[src/rtl/spin_rate_ctrl.sv]
// Speed-selectable step generator for a segment-spin animation, with
// debounced run/pause and direction pushbuttons.
module spin_rate_ctrl #(
    parameter int BASE_DIV  = 50_000_000,
    parameter int DB_CYCLES = 1_000_000
) (
    input  logic       clk,
    input  logic       rst,
    input  logic       btn_run,
    input  logic       btn_dir,
    input  logic [1:0] spd,
    output logic       step,
    output logic       dir,
    output logic       running
);

    localparam int PW = $clog2(BASE_DIV);
    localparam int DW = $clog2(DB_CYCLES);
    localparam logic [DW-1:0] DB_LAST = DW'(DB_CYCLES - 1);

    localparam logic [0:0] ST_PAUSE = 1'b0;
    localparam logic [0:0] ST_RUN   = 1'b1;

    logic [1:0]    btn_raw;
    logic [1:0]    press;
    logic [0:0]    state_reg;
    logic          dir_reg;
    logic          step_reg;
    logic [PW-1:0] pcnt_reg;
    logic [31:0]   period_full;
    logic [PW-1:0] period_m1;

    assign btn_raw = {btn_dir, btn_run};

    // Bit 0 = run button, bit 1 = direction button.
    genvar gi;
    generate
        for (gi = 0; gi < 2; gi++) begin : g_btn
            logic          sync1_reg;
            logic          sync2_reg;
            logic          acc_reg;
            logic          acc_prev_reg;
            logic [DW-1:0] cnt_reg;

            always_ff @(posedge clk) begin
                if (rst) begin
                    sync1_reg    <= 1'b1;
                    sync2_reg    <= 1'b1;
                    acc_reg      <= 1'b1;
                    acc_prev_reg <= 1'b1;
                    cnt_reg      <= '0;
                end else begin
                    sync1_reg    <= btn_raw[gi];
                    sync2_reg    <= sync1_reg;
                    acc_prev_reg <= acc_reg;
                    if (sync2_reg != acc_reg) begin
                        if (cnt_reg == DB_LAST) begin
                            acc_reg <= sync2_reg;
                            cnt_reg <= '0;
                        end else begin
                            cnt_reg <= cnt_reg + 1'b1;
                        end
                    end else begin
                        cnt_reg <= '0;
                    end
                end
            end

            // Press = accepted level falling; release produces nothing.
            assign press[gi] = acc_prev_reg & ~acc_reg;
        end
    endgenerate

    always_ff @(posedge clk) begin
        if (rst) begin
            state_reg <= ST_RUN;
            dir_reg   <= 1'b0;
        end else begin
            if (press[0]) begin
                case (state_reg)
                    ST_RUN:  state_reg <= ST_PAUSE;
                    default: state_reg <= ST_RUN;
                endcase
            end
            if (press[1]) begin
                dir_reg <= ~dir_reg;
            end
        end
    end

    assign period_full = 32'(BASE_DIV) >> spd;
    assign period_m1   = PW'(period_full - 32'd1);

    // >= rather than == so a sudden shorter period wraps immediately.
    always_ff @(posedge clk) begin
        if (rst) begin
            pcnt_reg <= '0;
            step_reg <= 1'b0;
        end else if (state_reg == ST_RUN) begin
            if (pcnt_reg >= period_m1) begin
                pcnt_reg <= '0;
                step_reg <= 1'b1;
            end else begin
                pcnt_reg <= pcnt_reg + 1'b1;
                step_reg <= 1'b0;
            end
        end else begin
            step_reg <= 1'b0;
        end
    end

    assign step    = step_reg;
    assign dir     = dir_reg;
    assign running = (state_reg == ST_RUN);

endmodule

[config.mk]
export PLATFORM = sky130hd
export DESIGN_NAME = spin_rate_ctrl
export DESIGN_NICKNAME = d
export VERILOG_FILES = /design/src/rtl/spin_rate_ctrl.sv
export SDC_FILE = /design/constraint.sdc
export NUM_CORES = 1
export LEC_CHECK = 0
export ABC_AREA = 1
export CORE_MARGIN = 4
export CORE_UTILIZATION = 60
export CTS_CLUSTER_SIZE = 10
export DETAILED_ROUTE_END_ITERATION = 16
export GPL_ROUTABILITY_DRIVEN = 0
export MAX_ROUTING_LAYER = met4
export PLACE_DENSITY = 0.77
export SYNTH_ARGS = -nofsm -noshare
export SYNTH_HDL_FRONTEND = slang
export SYNTH_SLANG_ARGS = --single-unit
[constraint.sdc]
create_clock -name clk -period 3.5 [get_ports clk]
set_input_delay 0.7 -clock clk [delete_from_list [all_inputs] [get_ports clk]]
set_output_delay 0.7 -clock clk [all_outputs]
set_load 0.05 [all_outputs]
==> flow_summary.json, run 1 <==
{
  "die_h_um": 94.2,
  "ys_types": 37,
  "min_path_type": "reg2reg",
  "fill_cells": 633,
  "p_per_area_nw_per_um2": 337,
  "relSlewSlack_pct": 50.0,
  "dieArea_um2": 8860,
  "crit_start": "spd[1]",
  "ant_nets": 0,
  "rsz0062_at_grt": "false",
  "synthFlopType": "dfxtp_1",
  "hold_buffers": 0,
  "synth_cells": 597,
  "placedCellCount": 700,
  "required_ns": 3.78,
  "cts.sinks": 77,
  "die_x_um": 94.2,
  "cts_buffers": 9,
  "synthToLayoutAreaGrowth_pct": 7.81,
  "yosysTopAreaCellShare_pct": 34.6,
  "clockPowerShare_pct": 40.9,
  "num_io_pins": 9,
  "ys_seq_elements": 77,
  "cts_setup_buffers": 0,
  "cp_max_fo": 11,
  "largest_reg_flops": 40,
  "cts_tree": "built",
  "path_clk_slew_ns": 0.08,
  "drtIter0Drc": 91,
  "async_flop_share_pct": 0,
  "hpwlAfterDp_um": 6670,
  "p_leak_nw": 1.82,
  "grt_overflow": 0,
  "dp_worst_setup_slack_ns": 0.149,
  "skew_ns": 0.00816,
  "syn_area_per_cell_um2": 7.46,
  "wire_per_inst_um": 12.0,
  "fp-row-count": 31,
  "cts-root-buf": "clkbuf_8",
  "hold_viol_final": 0,
  "drc": 0,
  "ctsHtreeMaxLevel": 3,
  "vdd_drop_max_v": 0.000145,
  "r2r_cells": 8,
  "slew_violations": 0,
  "first_global_vias": 3641,
  "hp-start": "g_btn[1].sync1_reg",
  "timing.setup.tns_ns": 0,
  "outcome": "completed",
  "dr.pass1.iters": 4,
  "power.switching_mw": 0.365,
  "drt-vias-per-instance": 5.15,
  "stdcell_count": 716,
  "min_period_ns": 2.97,
  "r2r-start": "g_btn[1].cnt_reg[0]",
  "final_net_count": 641,
  "start_kind": "input port",
  "fin_util_pct": 66.5,
  "clock_path_buffers": 2,
  "reg2reg_to": "g_btn[1].cnt_reg[16]",
  "setup_slack_ns": 0.525,
  "grt_max_degree": 21,
  "yosys-top-cells-area": "dfxtp_1 35%, nand2_1 10%, ha_1 6.5%, inv_1 6.3%, nor2_1 6.0%",
  "crit_path_end_kind": "register",
  "antenna_cells": 0,
  "fin_crit_sh_pct": 85.0,
  "yosys.area.top_type": "dfxtp_1",
  "critPathArrivalTime_ns": 3.26,
  "p_comb_share_pct": 4.5,
  "stdcell_area_um2": 4800,
  "tightestPinTransition_ns": 0.747,
  "path_class": "in2reg",
  "yosysSeqAreaShare_pct": 34.6,
  "maxCapViolCount": 0,
  "routed_wl_um": 8560,
  "r2r_slack_ns": 1.52,
  "core-area_um2": 7210,
  "ys_warn_count": 0,
  "drive_gt1_share_pct": 13.6,
  "cp-endpoint": "pcnt_reg[0]",
  "setup_violations": 0,
  "hold_depth": 1,
  "grt_use_total_pct": 21.8,
  "clock_latency_ns": 0.34,
  "fmax_mhz": 336,
  "seqPwrFrac_pct": 54.7,
  "grt_pass1_wl_um": 15200,
  "initial_core_util_pct": 61.7,
  "p_int_mw": 1.26,
  "grt_antenna_before_repair": 0,
  "dpl_cell_area_um2": 4610,
  "synth_area_um2": 4450,
  "port_buffers": 8,
  "cts_resized": 0,
  "vias": 3687,
  "synth_edf_count": 0,
  "sw_frac_of_total_pct": 22.5
}
-- stage by stage --
step | hold slack (ns) | power [mW]
2_1_floorplan | 0.389 | 0.963
3_3_place_gp | 0.392 | 0.976
3_5_place_dp | 0.395 | 0.979
4_1_cts | 0.418 | 1.63
5_1_grt | 0.422 | 1.68
6_report | 0.414 | 1.62
-- routing by layer --
layer / routed length [µm] / vias up / track usage, %
li1: - / 1932 / -
met1: 3840 / 1680 / 25.3
met2: 4300 / 62 / 37.4
met3: 283 / 13 / 3.85
met4: 138 / 0 / 8.54
met5: 0 / - / -
-- logic make-up after synthesis --
kind of cell	synth area share [%]
other	0.169
adders and majority gates	6.46
buffers and inverters	8.63
xor gates and xnor gates	5.51
DFF	34.6
and+or+nand+nor	39.5
muxes	0.225
AOI/OAI and AO/OA	4.89
-- area by class of cell --
class,instances,area [µm²],area share [%]
inverter,81,304,6.33
clock inverter,4,47.5,0.990
sequential,77,1540,32.1
clock buffer,12,145,3.02
timing repair buffer,10,108,2.24
multi-input combinational,433,2530,52.7
tap,99,124,2.58
-- cells in the final DEF (no fill, tap or decap), types with 8 or more instances in the layout --
cell type and count:
xnor2_1 11, a21oi_1 23, nor2_4 22, nor2_1 71
dfxtp_1 77, nor2_2 12, nand3_1 33, nand4_1 23
xor2_1 17, nor3_1 16, or2_2 8, clkdlybuf4s50_1 8
clkbuf_8 10, nand2_1 123, o21ai_0 9, inv_1 75
ha_1 23
-- worst min-delay path by stage --
stage	endpoint	slack (ns)
floorplan	g_btn[0].sync2_reg	0.39
global route	g_btn[1].sync2_reg	0.42
CTS	g_btn[1].sync2_reg	0.42
finish	g_btn[1].sync2_reg	0.41
detailed placement	g_btn[0].sync2_reg	0.39
global placement	g_btn[0].sync2_reg	0.39
-- Yosys cell counts (all sizes together), types with 3 or more instances --
| library cell | n |
|---|---|
| ha | 23 |
| nor2 | 106 |
| nor3b | 6 |
| nand2 | 132 |
| o21bai | 3 |
| inv | 80 |
| dfxtp | 77 |
| nor4 | 3 |
| nand4 | 23 |
| nand3 | 40 |
| nor3 | 18 |
| or2 | 9 |
| buf | 7 |
| xnor2 | 11 |
| a21oi | 23 |
| xor2 | 17 |
| o21ai | 11 |
-- worst max-delay path, cell delays in order --
cell and delay, ns:
clkdlybuf4s50_1 0.72, nand2_1 0.16, ha_1 0.31, ha_1 0.29, nand2_1 0.06, inv_1 0.03, o21ai_0 0.14, nand3_1 0.10
nand3_1 0.09, nand3_2 0.08, nand2_2 0.09, nand2_4 0.17, buf_12 0.23, nor2_1 0.08
-- power groups by stage --
stage / Combinational (mW) / Sequential, mW / Clock [mW]
after global placement: 0.0702 / 0.905 / 0
after detailed placement: 0.0732 / 0.906 / 0
after CTS: 0.0735 / 0.885 / 0.675
final: 0.0723 / 0.885 / 0.662
after global routing: 0.0822 / 0.886 / 0.708
after floorplan: 0.0586 / 0.905 / 0
(Power assumes the default switching activity.)
==> run 2: changes to the inputs <==
--- a/config.mk
+++ b/config.mk
@@ -7,12 +7,12 @@
 export LEC_CHECK = 0
 export ABC_AREA = 1
 export CORE_MARGIN = 4
-export CORE_UTILIZATION = 60
+export CORE_UTILIZATION = 56
 export CTS_CLUSTER_SIZE = 10
 export DETAILED_ROUTE_END_ITERATION = 16
 export GPL_ROUTABILITY_DRIVEN = 0
 export MAX_ROUTING_LAYER = met4
-export PLACE_DENSITY = 0.77
+export PLACE_DENSITY = 0.76
 export SYNTH_ARGS = -nofsm -noshare
 export SYNTH_HDL_FRONTEND = slang
 export SYNTH_SLANG_ARGS = --single-unit
==> constraint.sdc (replaced) <==
create_clock -name clk -period 2.63 [get_ports clk]
set_input_delay 0.526 -clock clk [delete_from_list [all_inputs] [get_ports clk]]
set_output_delay 0.526 -clock clk [all_outputs]
set_load 0.05 [all_outputs]
==> flow_summary.json, run 2 (synthesized netlist as in run 1, its figures left out) <==
{
  "cts.sinks": 77,
  "sw_frac_of_total_pct": 24.5,
  "drtIter0Drc": 134,
  "clock_latency_ns": 0.35,
  "drc": 0,
  "p_comb_share_pct": 5.2,
  "fmax_mhz": 455,
  "fin_crit_sh_pct": 83.5,
  "critPathArrivalTime_ns": 1.67,
  "grt_pass1_wl_um": 15100,
  "cp_max_fo": 10,
  "start_kind": "register",
  "synthToLayoutAreaGrowth_pct": 11.1,
  "grt_max_degree": 21,
  "path_cells": "buf_4 -> clkdlybuf4s50_1",
  "crit_path_end_kind": "primary output",
  "grt_use_total_pct": 19.4,
  "core-area_um2": 7730,
  "final_common_cell": "nand2_1",
  "initial_core_util_pct": 57.6,
  "p_leak_nw": 1.92,
  "dr.pass1.iters": 4,
  "antenna_cells": 0,
  "p_per_area_nw_per_um2": 448,
  "min_path_type": "reg2reg",
  "num_io_pins": 9,
  "cts_setup_buffers": 0,
  "largest_reg_flops": 40,
  "fp-row-count": 32,
  "outcome": "completed",
  "port_buffers": 8,
  "multi_input_area_um2": 2530,
  "required_ns": 2.10,
  "clockPowerShare_pct": 41.7,
  "vdd_drop_max_v": 0.000326,
  "drive_gt1_share_pct": 15.7,
  "skew_ns": 0.0133,
  "regArea_um2": 1540,
  "rsz0062_at_grt": "false",
  "power.switching_mw": 0.543,
  "min_period_ns": 2.20,
  "maxCapViolCount": 0,
  "grt_antenna_before_repair": 0,
  "path_buf_inv": 2,
  "path_class": "reg2out",
  "cts_buffers": 9,
  "hold_buffers": 0,
  "hold_viol_final": 0,
  "drt-vias-per-instance": 5.10,
  "path_clk_slew_ns": 0.08,
  "p_int_mw": 1.68,
  "cp_slowest_cell": "clkdlybuf4s50_1",
  "fill_cells": 702,
  "holdWs_ns": 0.415,
  "die_h_um": 97.2,
  "critical-path-top-delay-family": "buffers and inverters",
  "hpwlAfterDp_um": 6480,
  "cp_slowest_stage_delay_ns": 0.82,
  "slew_violations": 0,
  "final_cell_mix": "123 x nand2_1, 77 x dfxtp_1, 75 x inv_1, 71 x nor2_1, 33 x nand3_1",
  "dieArea_um2": 9440,
  "dpl_cell_area_um2": 4730,
  "grt_overflow": 0,
  "setup_violations": 0,
  "seqPwrFrac_pct": 53.1,
  "r2r_slack_ns": 0.83,
  "final_net_count": 654,
  "stdcell_area_um2": 4950,
  "wire_per_inst_um": 11.5,
  "clock_path_buffers": 2,
  "first_global_vias": 3621,
  "cts_tree": "built",
  "die_x_um": 97.2,
  "cts-root-buf": "clkbuf_8",
  "ant_nets": 0,
  "vias": 3731,
  "routed_wl_um": 8410,
  "cts_resized": 0,
  "ctsHtreeMaxLevel": 3
}
## run 2: final cells by class
cell class | count | area share (%)
Multi-Input combinational cell | 433 | 51.2
Sequential cell | 77 | 31.2
Inverter | 81 | 6.15
Timing Repair Buffer | 23 | 4.76
Tap cell | 102 | 2.58
Clock buffer | 9 | 2.50
Clock inverter | 7 | 1.67
## run 2: metal layers
layer / GRT usage, % / part of all wire, % / up-vias
li1: - / - / 1961
met1: 22.1 / 45 / 1708
met2: 34.1 / 50 / 52
met3: 3.59 / 2.9 / 10
met4: 6.80 / 1.7 / 0
met5: - / 0 / -
## run 2: power groups by stage
stage               clock network, mW  logic [mW]  registers (mW)
finish                          0.924       0.116            1.18
global route                    0.992       0.129            1.18
CTS                             0.944       0.117            1.18
detailed placement                  0       0.116            1.21
global placement                    0       0.112            1.21
floorplan                           0      0.0780            1.20
## run 2: final timing paths
check | startpoint | to | depth (start not counted)
worst max-delay path | running | running | 2
worst min-delay path | g_btn[0].sync1_reg | g_btn[0].sync2_reg | 1
worst max register to register | pcnt_reg[25] | pcnt_reg[8] | 11
worst min register to register | g_btn[0].sync1_reg | g_btn[0].sync2_reg | 1
## run 2: through the flow
step	utilization [%]	power (mW)	worst slack, ns	std cells	setup TNS, ns
finish	64.0	2.22	0.434	732	0
CTS	63.9	2.24	0.0931	732	0
detailed placement	61.3	1.32	-0.285	716	-6.69
global route	64.0	2.30	0.300	732	0
floorplan	-	1.28	0.376	598	0
global placement	61.3	1.32	-0.163	716	-3.63
==> run 3: changes to the inputs <==
--- a/config.mk
+++ b/config.mk
@@ -7,12 +7,12 @@
 export LEC_CHECK = 0
 export ABC_AREA = 1
 export CORE_MARGIN = 4
-export CORE_UTILIZATION = 56
+export CORE_UTILIZATION = 60
 export CTS_CLUSTER_SIZE = 10
 export DETAILED_ROUTE_END_ITERATION = 16
 export GPL_ROUTABILITY_DRIVEN = 0
 export MAX_ROUTING_LAYER = met4
-export PLACE_DENSITY = 0.76
+export PLACE_DENSITY = 0.77
 export SYNTH_ARGS = -nofsm -noshare
 export SYNTH_HDL_FRONTEND = slang
 export SYNTH_SLANG_ARGS = --single-unit
==> constraint.sdc (replaced) <==
create_clock -name clk -period 2.1 [get_ports clk]
set_input_delay 0.42 -clock clk [delete_from_list [all_inputs] [get_ports clk]]
set_output_delay 0.42 -clock clk [all_outputs]
set_load 0.05 [all_outputs]
==> flow_summary.json, run 3 (synthesized netlist as in run 1, its figures left out) <==
{
  "drive_gt1_share_pct": 17.1,
  "skew_ns": 0.00334,
  "required_ns": 2.34,
  "cts-root-buf": "clkbuf_8",
  "path_class": "in2reg",
  "drtIter0Drc": 105,
  "ant_nets": 0,
  "vdd_drop_max_v": 0.000269,
  "drt-vias-per-instance": 5.15,
  "slew_violations": 0,
  "outcome": "completed",
  "setup_slack_ns": 0.174,
  "maxCapViolCount": 0,
  "dr.pass1.iters": 4,
  "cts.sinks": 77,
  "use_met3_pct": 2.48,
  "antenna_cells": 0,
  "wire_per_inst_um": 12.1,
  "drc": 0,
  "min_path_type": "reg2reg",
  "first_global_vias": 3688,
  "p_leak_nw": 1.93,
  "min_period_ns": 1.93,
  "fill_cells": 632,
  "final_cell_mix": "123 x nand2_1, 77 x dfxtp_1, 74 x inv_1, 69 x nor2_1, 33 x nand3_1",
  "fin_crit_sh_pct": 91.7,
  "cp_slowest_stage_delay_ns": 0.29,
  "num_io_pins": 9,
  "busiest_layer": "met2",
  "cp_slowest_cell": "ha_1",
  "path_clk_slew_ns": 0.08,
  "met2_usage_pct": 38.1,
  "grt_use_total_pct": 22.7,
  "hpwlAfterDp_um": 6780,
  "cts_buffers": 9,
  "regArea_um2": 1540,
  "final_common_cell": "nand2_1",
  "synthToLayoutAreaGrowth_pct": 11.7,
  "die_x_um": 94.2,
  "fp-row-count": 31,
  "clock_path_buffers": 2,
  "grt_util_met1_pct": 26.6,
  "critPathArrivalTime_ns": 2.17,
  "port_buffers": 8,
  "path_cells": "clkbuf_2 -> buf_4 -> nor2_2 -> inv_1 -> ha_1 -> nand2_2 -> nor2_8 -> nand3_2 -> nor2_2 -> nand3_1 -> nand3_2 -> nand2_2 -> nand2_4 -> clkbuf_16 -> nor2_4",
  "routed_wl_um": 8870,
  "cts_tree": "built",
  "grt_pass1_wl_um": 15800,
  "die_h_um": 94.2,
  "dieArea_um2": 8860,
  "stdcell_area_um2": 4980,
  "ctsHtreeMaxLevel": 3,
  "hold_buffers": 0,
  "vias": 3767,
  "initial_core_util_pct": 61.7,
  "fmax_mhz": 519,
  "crit_path_end_kind": "register",
  "final_net_count": 657,
  "core-area_um2": 7210,
  "dpl_cell_area_um2": 4730,
  "p_total_mw": 2.84,
  "setup_violations": 0,
  "start_kind": "input port",
  "timing.setup.tns_ns": 0,
  "clock_latency_ns": 0.35,
  "grt_max_degree": 21,
  "hold_viol_final": 0,
  "grt_overflow": 0,
  "dp_worst_setup_slack_ns": -0.608,
  "largest_reg_flops": 40,
  "p_per_area_nw_per_um2": 570,
  "rsz0062_at_grt": "false",
  "holdWs_ns": 0.430,
  "grt_antenna_before_repair": 0,
  "multi_input_area_um2": 2550,
  "cp_max_fo": 7
}
-- run 3: changes by cell type in the layout (fill, tap and decap cells not counted), sizes merged --
cell           previous run  this run
clkdlybuf4s50             6         5
clkbuf                    9        13
buf                      15        18
inv                      83        80
dlymetal6s2s              2         0
clkinv                    2         4
bufinv                    1         2
clkinvlp                  2         0
-- run 3: metal layers --
layer	up-vias	share of wire [%]
met5	-	0
met4	0	3.6
li1	1969	-
met2	77	50
met3	28	3.2
met1	1693	43
-- run 3: repair_timing --
item                                    4_1_cts  5_1_grt
pin swaps                                     0        1
endpoints found under the hold margin         0        0
resized for setup                             5        7
endpoints found under the setup margin       27       24
buffers inserted                              1        0
gates cloned                                  0        1
-- run 3: metrics by stage --
step	util (%)	cells
after detailed placement	65.5	714
after floorplan	-	598
after global placement	65.5	714
final	69.0	731
after CTS	68.6	730
after global routing	69.0	731
-- run 3: path summary, 6_finish.rpt --
path	to	slack, ns	start	cells after the start
worst max-delay path	pcnt_reg[2]	0.17	spd[1]	15
worst min-delay path	g_btn[0].sync2_reg	0.43	g_btn[0].sync1_reg	1
worst max register to register	pcnt_reg[2]	0.29	pcnt_reg[24]	11
worst min register to register	g_btn[0].sync2_reg	0.43	g_btn[0].sync1_reg	1
-- run 3: layout make-up --
| type | count | area share [%] |
|---|---|---|
| Clock inverter | 5 | 1.51 |
| Multi-Input combinational cell | 433 | 51.3 |
| Inverter | 81 | 6.11 |
| Clock buffer | 10 | 2.77 |
| Timing Repair Buffer | 26 | 4.83 |
| Sequential cell | 77 | 31.0 |
| Tap cell | 99 | 2.49 |
-- run 3: report_power, final --
group | leakage, nW | switching (mW) | internal [mW]
logic | 1.19 | 0.0859 | 0.0653
registers | 0.622 | 0.00683 | 1.47
clock network | 0.112 | 0.521 | 0.689
-- run 3: worst max-delay path, delay by kind of cell --
family	cells	cell delay (ns)
AND/OR/NAND/NOR	10	0.91
buffers and inverters	4	0.53
adder cells (fa/ha/maj)	1	0.29
